--- src/rtl/input_fetch_seq_if.sv ---
// Bundle for the input-fetch sequencer: control/config, buffer read port and element stream.
// The master modport is the sequencer side; slave is the buffer/consumer/controller side.
interface input_fetch_seq_if #(
   parameter int unsigned DATA_WIDTH = 16,
   parameter int unsigned ADDR_WIDTH = 8,
   parameter int unsigned DIM_WIDTH  = 8
);

   logic                  start;
   logic [ADDR_WIDTH-1:0] cfg_base;
   logic [DIM_WIDTH-1:0]  cfg_rows;
   logic [DIM_WIDTH-1:0]  cfg_cols;
   logic [ADDR_WIDTH-1:0] cfg_stride;
   logic [DIM_WIDTH-1:0]  cfg_passes;
   logic                  busy;
   logic                  done;

   logic                  buf_rd_en;
   logic [ADDR_WIDTH-1:0] buf_rd_addr;
   logic [DATA_WIDTH-1:0] buf_rd_data;
   logic                  buf_rd_valid;

   logic                  out_valid;
   logic                  out_ready;
   logic [DATA_WIDTH-1:0] out_data;
   logic                  out_last_col;
   logic                  out_last;

   modport master (
      input  start, cfg_base, cfg_rows, cfg_cols, cfg_stride, cfg_passes,
      input  buf_rd_data, buf_rd_valid, out_ready,
      output busy, done, buf_rd_en, buf_rd_addr,
      output out_valid, out_data, out_last_col, out_last
   );

   modport slave (
      output start, cfg_base, cfg_rows, cfg_cols, cfg_stride, cfg_passes,
      output buf_rd_data, buf_rd_valid, out_ready,
      input  busy, done, buf_rd_en, buf_rd_addr,
      input  out_valid, out_data, out_last_col, out_last
   );

endinterface

--- src/rtl/input_fetch_seq.sv ---
// Input-feature read sequencer: walks a rows x cols tile (repeated per pass) through the
// buffer's 1-cycle read port and streams elements out through a credit-guarded 4-entry FIFO.
module input_fetch_seq #(
   parameter int unsigned DATA_WIDTH = 16,
   parameter int unsigned ADDR_WIDTH = 8,
   parameter int unsigned DIM_WIDTH  = 8
) (
   input logic               clk,
   input logic               rst_n,
   input_fetch_seq_if.master bus
);

   localparam logic [DIM_WIDTH-1:0]  DimOne  = 1;
   localparam logic [ADDR_WIDTH-1:0] AddrOne = 1;
   localparam logic [2:0]            Depth   = 3'd4;

   typedef enum logic [1:0] {StIdle, StFetch, StDrain, StFinish} state_e;

   typedef struct packed {
      logic                  last_col;
      logic                  last;
      logic [DATA_WIDTH-1:0] data;
   } entry_t;

   state_e state_q, state_d;

   logic [ADDR_WIDTH-1:0] base_q, base_d, stride_q, stride_d;
   logic [DIM_WIDTH-1:0]  rows_q, rows_d, cols_q, cols_d, passes_q, passes_d;
   logic [DIM_WIDTH-1:0]  row_q, row_d, col_q, col_d, pass_q, pass_d;
   logic [ADDR_WIDTH-1:0] row_addr_q, row_addr_d, addr_q, addr_d;
   logic [2:0]            used_q, used_d;
   logic                  infl_q, infl_d, infl_lc_q, infl_lc_d, infl_l_q, infl_l_d;
   entry_t                fifo_q [4];
   entry_t                fifo_d [4];
   logic [1:0]            wr_ptr_q, wr_ptr_d, rd_ptr_q, rd_ptr_d;
   logic [2:0]            cnt_q, cnt_d;

   logic   accept, zero_dim, rd_en, fifo_valid, pop, push;
   logic   last_col, last_row, last_pass, final_rd;
   entry_t head;

   assign accept    = (state_q == StIdle) && bus.start;
   assign zero_dim  = (bus.cfg_rows == '0) || (bus.cfg_cols == '0);
   assign last_col  = (col_q == cols_q - DimOne);
   assign last_row  = (row_q == rows_q - DimOne);
   assign last_pass = (pass_q == passes_q - DimOne);
   assign final_rd  = rd_en && last_col && last_row && last_pass;
   assign pop       = fifo_valid && bus.out_ready;
   // Data returning for a read issued before a reset is dropped here.
   assign push      = bus.buf_rd_valid && infl_q;

   // ---------------------------------------------------------------- FSM
   always_ff @(posedge clk or negedge rst_n) begin
      if (!rst_n) begin
         state_q <= StIdle;
      end else begin
         state_q <= state_d;
      end
   end

   always_comb begin
      state_d = state_q;
      unique case (state_q)
         StIdle: begin
            if (bus.start) state_d = zero_dim ? StFinish : StFetch;
         end
         StFetch: begin
            if (final_rd) state_d = StDrain;
         end
         StDrain: begin
            // Leave once the last outstanding element is popped this cycle.
            if (used_d == 3'd0) state_d = StFinish;
         end
         StFinish: state_d = StIdle;
         default:  state_d = StIdle;
      endcase
   end

   always_comb begin
      head             = fifo_q[rd_ptr_q];
      fifo_valid       = (cnt_q != 3'd0);
      rd_en            = (state_q == StFetch) && (used_q < Depth);
      bus.busy         = (state_q != StIdle);
      bus.done         = (state_q == StFinish);
      bus.buf_rd_en    = rd_en;
      bus.buf_rd_addr  = rd_en ? addr_q : '0;
      bus.out_valid    = fifo_valid;
      bus.out_data     = fifo_valid ? head.data : '0;
      bus.out_last_col = fifo_valid && head.last_col;
      bus.out_last     = fifo_valid && head.last;
   end

   // ---------------------------------------------------------------- address walk
   always_comb begin
      base_d     = base_q;
      stride_d   = stride_q;
      rows_d     = rows_q;
      cols_d     = cols_q;
      passes_d   = passes_q;
      row_d      = row_q;
      col_d      = col_q;
      pass_d     = pass_q;
      row_addr_d = row_addr_q;
      addr_d     = addr_q;
      if (accept) begin
         base_d     = bus.cfg_base;
         stride_d   = bus.cfg_stride;
         rows_d     = bus.cfg_rows;
         cols_d     = bus.cfg_cols;
         passes_d   = (bus.cfg_passes == '0) ? DimOne : bus.cfg_passes;
         row_d      = '0;
         col_d      = '0;
         pass_d     = '0;
         row_addr_d = bus.cfg_base;
         addr_d     = bus.cfg_base;
      end else if (rd_en) begin
         if (!last_col) begin
            col_d  = col_q + DimOne;
            addr_d = addr_q + AddrOne;
         end else begin
            col_d = '0;
            if (last_row) begin
               row_d      = '0;
               pass_d     = pass_q + DimOne;
               row_addr_d = base_q;
               addr_d     = base_q;
            end else begin
               row_d      = row_q + DimOne;
               row_addr_d = row_addr_q + stride_q;
               addr_d     = row_addr_q + stride_q;
            end
         end
      end
   end

   // ---------------------------------------------------------------- credits and FIFO
   always_comb begin
      used_d = used_q;
      unique case ({rd_en, pop})
         2'b10:   used_d = used_q + 3'd1;
         2'b01:   used_d = used_q - 3'd1;
         default: used_d = used_q;
      endcase

      // Tags are fixed at issue time and ride alongside the read.
      infl_d    = rd_en;
      infl_lc_d = rd_en ? last_col : infl_lc_q;
      infl_l_d  = rd_en ? (last_col && last_row) : infl_l_q;

      fifo_d   = fifo_q;
      wr_ptr_d = wr_ptr_q;
      rd_ptr_d = rd_ptr_q;
      if (push) begin
         fifo_d[wr_ptr_q] = '{last_col: infl_lc_q, last: infl_l_q, data: bus.buf_rd_data};
         wr_ptr_d         = wr_ptr_q + 2'd1;
      end
      if (pop) rd_ptr_d = rd_ptr_q + 2'd1;

      cnt_d = cnt_q;
      unique case ({push, pop})
         2'b10:   cnt_d = cnt_q + 3'd1;
         2'b01:   cnt_d = cnt_q - 3'd1;
         default: cnt_d = cnt_q;
      endcase
   end

   always_ff @(posedge clk or negedge rst_n) begin
      if (!rst_n) begin
         base_q     <= '0;
         stride_q   <= '0;
         rows_q     <= '0;
         cols_q     <= '0;
         passes_q   <= '0;
         row_q      <= '0;
         col_q      <= '0;
         pass_q     <= '0;
         row_addr_q <= '0;
         addr_q     <= '0;
         used_q     <= '0;
         infl_q     <= 1'b0;
         infl_lc_q  <= 1'b0;
         infl_l_q   <= 1'b0;
         wr_ptr_q   <= '0;
         rd_ptr_q   <= '0;
         cnt_q      <= '0;
         for (int i = 0; i < 4; i++) fifo_q[i] <= '0;
      end else begin
         base_q     <= base_d;
         stride_q   <= stride_d;
         rows_q     <= rows_d;
         cols_q     <= cols_d;
         passes_q   <= passes_d;
         row_q      <= row_d;
         col_q      <= col_d;
         pass_q     <= pass_d;
         row_addr_q <= row_addr_d;
         addr_q     <= addr_d;
         used_q     <= used_d;
         infl_q     <= infl_d;
         infl_lc_q  <= infl_lc_d;
         infl_l_q   <= infl_l_d;
         wr_ptr_q   <= wr_ptr_d;
         rd_ptr_q   <= rd_ptr_d;
         cnt_q      <= cnt_d;
         for (int i = 0; i < 4; i++) fifo_q[i] <= fifo_d[i];
      end
   end

endmodule

--- src/flat_wrapper.sv ---
// flat-port wrapper written by rule: the top's interface ports become plain ports
module input_fetch_seq_flat 
#(
   parameter int unsigned DATA_WIDTH = 16,
   parameter int unsigned ADDR_WIDTH = 8,
   parameter int unsigned DIM_WIDTH  = 8
)
  (clk, rst_n, bus_start, bus_cfg_base, bus_cfg_rows, bus_cfg_cols, bus_cfg_stride, bus_cfg_passes, bus_buf_rd_data, bus_buf_rd_valid, bus_out_ready, bus_busy, bus_done, bus_buf_rd_en, bus_buf_rd_addr, bus_out_valid, bus_out_data, bus_out_last_col, bus_out_last);
  input_fetch_seq_if #(.DATA_WIDTH(DATA_WIDTH), .ADDR_WIDTH(ADDR_WIDTH), .DIM_WIDTH(DIM_WIDTH)) bus_i ();
  input logic clk;
  input logic rst_n;
  input wire logic [$bits(bus_i.start)-1:0] bus_start;
  input wire logic [$bits(bus_i.cfg_base)-1:0] bus_cfg_base;
  input wire logic [$bits(bus_i.cfg_rows)-1:0] bus_cfg_rows;
  input wire logic [$bits(bus_i.cfg_cols)-1:0] bus_cfg_cols;
  input wire logic [$bits(bus_i.cfg_stride)-1:0] bus_cfg_stride;
  input wire logic [$bits(bus_i.cfg_passes)-1:0] bus_cfg_passes;
  input wire logic [$bits(bus_i.buf_rd_data)-1:0] bus_buf_rd_data;
  input wire logic [$bits(bus_i.buf_rd_valid)-1:0] bus_buf_rd_valid;
  input wire logic [$bits(bus_i.out_ready)-1:0] bus_out_ready;
  output wire logic [$bits(bus_i.busy)-1:0] bus_busy;
  output wire logic [$bits(bus_i.done)-1:0] bus_done;
  output wire logic [$bits(bus_i.buf_rd_en)-1:0] bus_buf_rd_en;
  output wire logic [$bits(bus_i.buf_rd_addr)-1:0] bus_buf_rd_addr;
  output wire logic [$bits(bus_i.out_valid)-1:0] bus_out_valid;
  output wire logic [$bits(bus_i.out_data)-1:0] bus_out_data;
  output wire logic [$bits(bus_i.out_last_col)-1:0] bus_out_last_col;
  output wire logic [$bits(bus_i.out_last)-1:0] bus_out_last;
  assign bus_i.start = bus_start;
  assign bus_i.cfg_base = bus_cfg_base;
  assign bus_i.cfg_rows = bus_cfg_rows;
  assign bus_i.cfg_cols = bus_cfg_cols;
  assign bus_i.cfg_stride = bus_cfg_stride;
  assign bus_i.cfg_passes = bus_cfg_passes;
  assign bus_i.buf_rd_data = bus_buf_rd_data;
  assign bus_i.buf_rd_valid = bus_buf_rd_valid;
  assign bus_i.out_ready = bus_out_ready;
  assign bus_busy = bus_i.busy;
  assign bus_done = bus_i.done;
  assign bus_buf_rd_en = bus_i.buf_rd_en;
  assign bus_buf_rd_addr = bus_i.buf_rd_addr;
  assign bus_out_valid = bus_i.out_valid;
  assign bus_out_data = bus_i.out_data;
  assign bus_out_last_col = bus_i.out_last_col;
  assign bus_out_last = bus_i.out_last;
  input_fetch_seq #(.DATA_WIDTH(DATA_WIDTH), .ADDR_WIDTH(ADDR_WIDTH), .DIM_WIDTH(DIM_WIDTH)) u_core (.clk(clk), .rst_n(rst_n), .bus(bus_i));
endmodule
--- config.mk ---
export PLATFORM = sky130hd
export DESIGN_NAME = input_fetch_seq_flat
export DESIGN_NICKNAME = d
export VERILOG_FILES = /design/src/rtl/input_fetch_seq_if.sv /design/src/rtl/input_fetch_seq.sv /design/src/flat_wrapper.sv
export SDC_FILE = /design/constraint.sdc
export NUM_CORES = 1
export LEC_CHECK = 0
export BUFFER_PORTS_ARGS = -buffer_cell sky130_fd_sc_hd__buf_2
export CAP_MARGIN = 40
export CORE_MARGIN = 1
export CORE_UTILIZATION = 64
export DETAILED_ROUTE_END_ITERATION = 16
export HOLD_SLACK_MARGIN = 0.02
export PLACE_DENSITY = 0.88
export SLEW_MARGIN = 20
export SYNTH_ARGS = -nofsm -noshare
export SYNTH_HDL_FRONTEND = slang
export SYNTH_SLANG_ARGS = --single-unit
--- constraint.sdc ---
create_clock -name clk -period 7.7 [get_ports clk]
set_input_delay 0.77 -clock clk [delete_from_list [all_inputs] [get_ports clk]]
set_output_delay 0.77 -clock clk [all_outputs]
set_load 0.02 [all_outputs]
==> impl_results.html <==
<table>
<tr><th>Metric</th><th>Value</th></tr>
<tr><th colspan="2">Clock tree</th></tr>
<tr><td>Quantity of gates resized following cts</td><td>0</td></tr>
<tr><td>Worst-skew pair later-pin latency</td><td>0.43 ns</td></tr>
<tr><td>Count of hold-fix buffers inserted at cts</td><td>0</td></tr>
<tr><td>Maximum count of clock buffers along a single path</td><td>2</td></tr>
<tr><td>Clock-pin slew reported for the worst setup and hold paths after clock tree synthesis</td><td>0.07 ns</td></tr>
<tr><td>Number of buffers inserted to repair setup after CTS</td><td>0</td></tr>
<tr><td>Inserted Clock Buffers</td><td>17</td></tr>
<tr><td>CTS tree</td><td>built</td></tr>
<tr><td>Root cell of the clock tree</td><td>sky130_fd_sc_hd__clkbuf_16</td></tr>
<tr><td>Clk sinks</td><td>167</td></tr>
<tr><td>Clock H-tree levels</td><td>4</td></tr>
<tr><th colspan="2">Cells and area</th></tr>
<tr><td>Final cell count without fillers</td><td>1131</td></tr>
<tr><td>Filler Cells Inserted</td><td>939</td></tr>
<tr><td>Area added between synthesis and finish</td><td>13.01%</td></tr>
<tr><td>Flip-flop count of the largest register after layout</td><td>72</td></tr>
<tr><td>Register bank with the most flops</td><td>u_core.fifo_q</td></tr>
<tr><td>Share of final-layout standard cells stronger than drive strength 1</td><td>0.2618</td></tr>
<tr><td>Design area</td><td>0.01033 sq mm</td></tr>
<tr><td>Diode count</td><td>0</td></tr>
<tr><td>Final core occ</td><td>0.7415</td></tr>
<tr><td>Net count of the finished layout</td><td>1027</td></tr>
<tr><th colspan="2">Worst setup path</th></tr>
<tr><td>Sort of element at the end of the critical path</td><td>output port</td></tr>
<tr><td>Data arrival time of the worst path</td><td>3.03 ns</td></tr>
<tr><td>Required time at the worst-slack endpoint</td><td>6.93 ns</td></tr>
<tr><td>Max Fanout on Critical Path</td><td>20</td></tr>
<tr><td>Launching element type of the critical path</td><td>register</td></tr>
<tr><td>CP Class</td><td>reg -&gt; out</td></tr>
<tr><th colspan="2">Logic synthesis</th></tr>
<tr><td>Post-synthesis sequential element count</td><td>167</td></tr>
<tr><td>Synth Net Count</td><td>947</td></tr>
<tr><td>Cell Area, Synth</td><td>0.009143 sq mm</td></tr>
<tr><td>Compound-Gate Fraction of Synth Area</td><td>0.1078</td></tr>
<tr><td>Adder-cell share of the synthesized area</td><td>0.04078</td></tr>
<tr><td>Synth Warn #</td><td>0</td></tr>
<tr><td>Number of enable-type register cells in the synthesized netlist</td><td>0</td></tr>
<tr><td>Post-Synth Simple-Gate Area</td><td>0.1712</td></tr>
<tr><td>Average cell area after synthesis</td><td>10.66 sq um</td></tr>
<tr><td>Number of standard cells after synthesis</td><td>858</td></tr>
<tr><td>Multiplexer share of the synthesized area</td><td>0.1432</td></tr>
<tr><td>Count of cell types in the netlist</td><td>76</td></tr>
<tr><td>Post-synth top flop</td><td>sky130_fd_sc_hd__dfrtp_1</td></tr>
<tr><td>Combinational family with the most area after synthesis</td><td>simple AND/OR/NAND/NOR gates</td></tr>
<tr><td>Share of the yosys chip area belonging to registers</td><td>0.4571</td></tr>
<tr><td>Ys async rst share</td><td>1.000</td></tr>
<tr><td>Xor/xnor cell area share of the yosys netlist</td><td>0.04557</td></tr>
<tr><th colspan="2">Global route</th></tr>
<tr><td>Total gr overflow</td><td>0</td></tr>
<tr><td>Number of antenna violations at the first check in global routing</td><td>0</td></tr>
<tr><td>Global-route wire length before repair</td><td>32870 um</td></tr>
<tr><td>Overall track demand over capacity in global routing</td><td>0.2899</td></tr>
<tr><td>Via count of the first global-routing pass</td><td>6800</td></tr>
<tr><td>Pin count of the biggest net entering global routing</td><td>91</td></tr>
<tr><th colspan="2">STA</th></tr>
<tr><td>Fin crit share</td><td>0.4933</td></tr>
<tr><td>Clk_skew</td><td>0.008533 ns</td></tr>
<tr><td>Unrepaired setup endpoints after global routing</td><td>no</td></tr>
<tr><td>Setup TNS Final</td><td>0 ns</td></tr>
<tr><td>Worst relative slew slack</td><td>0.5179</td></tr>
<tr><td>Final critical delay including setup and external delays</td><td>3.798 ns</td></tr>
<tr><td>Final number of max-transition violations</td><td>0</td></tr>
<tr><td>Final Setup Violations</td><td>0</td></tr>
<tr><td>Worst hold-check slack</td><td>0.2053 ns</td></tr>
<tr><td>Worst-margin pin slew</td><td>0.7187 ns</td></tr>
<tr><td>Final Hold Violating Endpoints</td><td>0</td></tr>
<tr><td>Max Clk Rate</td><td>0.2633 GHz</td></tr>
<tr><th colspan="2">Routing</th></tr>
<tr><td>Number of iterations in the first detailed-routing pass</td><td>6</td></tr>
<tr><td>Post-DR wirelength/cell</td><td>17.51 um</td></tr>
<tr><td>Sum of routed wire length over all layers</td><td>19810 um</td></tr>
<tr><td>Average via count per standard cell</td><td>6.061</td></tr>
<tr><td>Antenna-violating nets left</td><td>0</td></tr>
<tr><td>Overall via count from detail_route</td><td>6855</td></tr>
<tr><td>Residual DRC</td><td>0</td></tr>
<tr><td>Violation count after the first detailed-route iteration</td><td>533</td></tr>
<tr><th colspan="2">Floorplan</th></tr>
<tr><td>Area inside the core boundary</td><td>0.01393 sq mm</td></tr>
<tr><td>Floorplan die area</td><td>0.01477 sq mm</td></tr>
<tr><td>Effective utilization at floorplan</td><td>0.6561</td></tr>
<tr><td>Vertical die dimension</td><td>121.5 um</td></tr>
<tr><td>Die width</td><td>121.5 um</td></tr>
<tr><td>Total I/O pin count</td><td>91</td></tr>
<tr><td>Placement row count</td><td>43</td></tr>
<tr><th colspan="2">Pwr</th></tr>
<tr><td>Maximum resistive drop on vdd</td><td>0.2216 mV</td></tr>
<tr><td>Leakage power of the design</td><td>4.974 nW</td></tr>
<tr><td>Pwr Density</td><td>289.9 mW/mm^2</td></tr>
<tr><th colspan="2">Worst hold path</th></tr>
<tr><td>Hold Path Class</td><td>in -&gt; async</td></tr>
<tr><th colspan="2">Placement</th></tr>
<tr><td>Count of input and output buffers</td><td>90</td></tr>
<tr><td>Final weighted congestion in routability-driven placement</td><td>0.9210</td></tr>
<tr><td>Number of cells after detailed placement</td><td>1097</td></tr>
<tr><td>Post-placement cell area</td><td>0.009733 sq mm</td></tr>
<tr><td>Post-DP HPWL</td><td>13630 um</td></tr>
<tr><th colspan="2">Outcome</th></tr>
<tr><td>Outcome</td><td>finished clean</td></tr>
<tr><th colspan="2">Job</th></tr>
<tr><td>Number of violations of the max-capacitance limit</td><td>0</td></tr>
</table>
==> through the flow <==
step | worst slack, ns | total power (W)
global route | 3.694 | 0.003189
detailed placement | 4.381 | 0.002180
CTS | 3.906 | 0.003000
floorplan | 4.921 | 0.001963
global placement | 4.477 | 0.002143
finish | 3.902 | 0.002995
==> path summary, 6_finish.rpt <==
path                       depth (start not counted)  slack, ns                 end              start
max                                                6       3.90  bus_buf_rd_addr[1]  u_core.state_q[1]
min                                                1       0.21   u_core.fifo_q[55]              rst_n
max reg2reg                                        8       4.70    u_core.addr_q[0]  u_core.state_q[1]
min reg2reg                                        1       0.46     u_core.cnt_q[2]    u_core.cnt_q[2]
max in group asynchronous                          3       6.51  u_core.stride_q[4]              rst_n
min in group clk                                   1       0.46     u_core.cnt_q[2]    u_core.cnt_q[2]
==> per-layer routing <==
metal	track usage	vias to the layer above	share of wire
met1	0.3629	3351	0.41
li1	-	3209	-
met4	0.1204	0	0.027
met5	0	-	0
met2	0.4915	254	0.51
met3	0.05780	41	0.053
==> critical path, stage by stage (launching register included) <==
cell and delay, ns:
sky130_fd_sc_hd__dfrtp_1 0.37, sky130_fd_sc_hd__inv_1 0.10, sky130_fd_sc_hd__ha_1 0.20, sky130_fd_sc_hd__nand2b_1 0.51, sky130_fd_sc_hd__clkinv_1 0.81, sky130_fd_sc_hd__and2_1 0.44, sky130_fd_sc_hd__buf_2 0.16
==> logic make-up (layout without fill, tap and decap cells) <==
| kind of cell | after synthesis | after routing |
|---|---|---|
| mux | 99 | 99 |
| simple gates | 309 | 309 |
| xor+xnor | 46 | 46 |
| buf+inv | 68 | 161 |
| compound gates | 141 | 141 |
| flops | 167 | 167 |
| fa+ha+maj | 28 | 28 |
==> power by group <==
part / switching [W] / internal, W
sequential: 0.000153 / 0.00102
combinational: 0.000597 / 0.000415
clock: 0.000380 / 0.000426
==> Yosys cell counts, types with 4 or more instances <==
library cell	count	area share
sky130_fd_sc_hd__nor4_1	7	0.0048
sky130_fd_sc_hd__o21ai_0	36	0.020
sky130_fd_sc_hd__o211ai_1	4	0.0033
sky130_fd_sc_hd__nor3b_1	6	0.0049
sky130_fd_sc_hd__xor2_1	14	0.013
sky130_fd_sc_hd__nor3_1	14	0.0077
sky130_fd_sc_hd__dfrtp_1	167	0.46
sky130_fd_sc_hd__ha_1	25	0.034
sky130_fd_sc_hd__o22ai_1	4	0.0027
sky130_fd_sc_hd__nand2_1	132	0.054
sky130_fd_sc_hd__and2_1	30	0.021
sky130_fd_sc_hd__inv_1	27	0.011
sky130_fd_sc_hd__nand3b_1	7	0.0057
sky130_fd_sc_hd__a31oi_1	8	0.0055
sky130_fd_sc_hd__a21oi_1	32	0.018
sky130_fd_sc_hd__and3_1	16	0.011
sky130_fd_sc_hd__a211oi_1	9	0.0074
sky130_fd_sc_hd__mux4_2	18	0.044
sky130_fd_sc_hd__mux2_2	74	0.091
sky130_fd_sc_hd__clkbuf_1	29	0.012
sky130_fd_sc_hd__xnor2_1	31	0.030
sky130_fd_sc_hd__nor2_1	37	0.015
sky130_fd_sc_hd__or3_1	7	0.0048
sky130_fd_sc_hd__o31ai_1	4	0.0033
sky130_fd_sc_hd__nor2b_1	5	0.0034
sky130_fd_sc_hd__a21o_1	6	0.0049
sky130_fd_sc_hd__mux2i_1	7	0.0077
sky130_fd_sc_hd__nand3_1	26	0.014
==> area by class of cell <==
type | instances | area [sq um] | area share
clock inverter | 15 | 135.1 | 0.01308
sequential | 167 | 4179 | 0.4045
timing repair buffer | 101 | 609.3 | 0.05897
multi-input combinational | 623 | 4653 | 0.4504
inverter | 28 | 105.1 | 0.01017
clock buffer | 17 | 425.4 | 0.04117
tap | 180 | 225.2 | 0.02180
==> cells in the final DEF, fill, tap and decap left out, types with 7 or more instances in the layout <==
master / n
sky130_fd_sc_hd__xor2_1: 14
sky130_fd_sc_hd__a31oi_1: 8
sky130_fd_sc_hd__a21oi_1: 32
sky130_fd_sc_hd__nor3_1: 14
sky130_fd_sc_hd__mux2_2: 74
sky130_fd_sc_hd__buf_2: 89
sky130_fd_sc_hd__a211oi_1: 9
sky130_fd_sc_hd__nand3_1: 26
sky130_fd_sc_hd__nor4_1: 7
sky130_fd_sc_hd__mux2i_1: 7
sky130_fd_sc_hd__dfrtp_1: 167
sky130_fd_sc_hd__clkbuf_16: 17
sky130_fd_sc_hd__inv_1: 27
sky130_fd_sc_hd__nand3b_1: 7
sky130_fd_sc_hd__xnor2_1: 31
sky130_fd_sc_hd__and3_1: 16
sky130_fd_sc_hd__o21ai_0: 36
sky130_fd_sc_hd__nor2_1: 37
sky130_fd_sc_hd__ha_1: 25
sky130_fd_sc_hd__and2_1: 29
sky130_fd_sc_hd__nand2_1: 131
sky130_fd_sc_hd__or3_1: 7
sky130_fd_sc_hd__mux4_2: 18
Note: power is estimated with default switching activity, not from simulation.
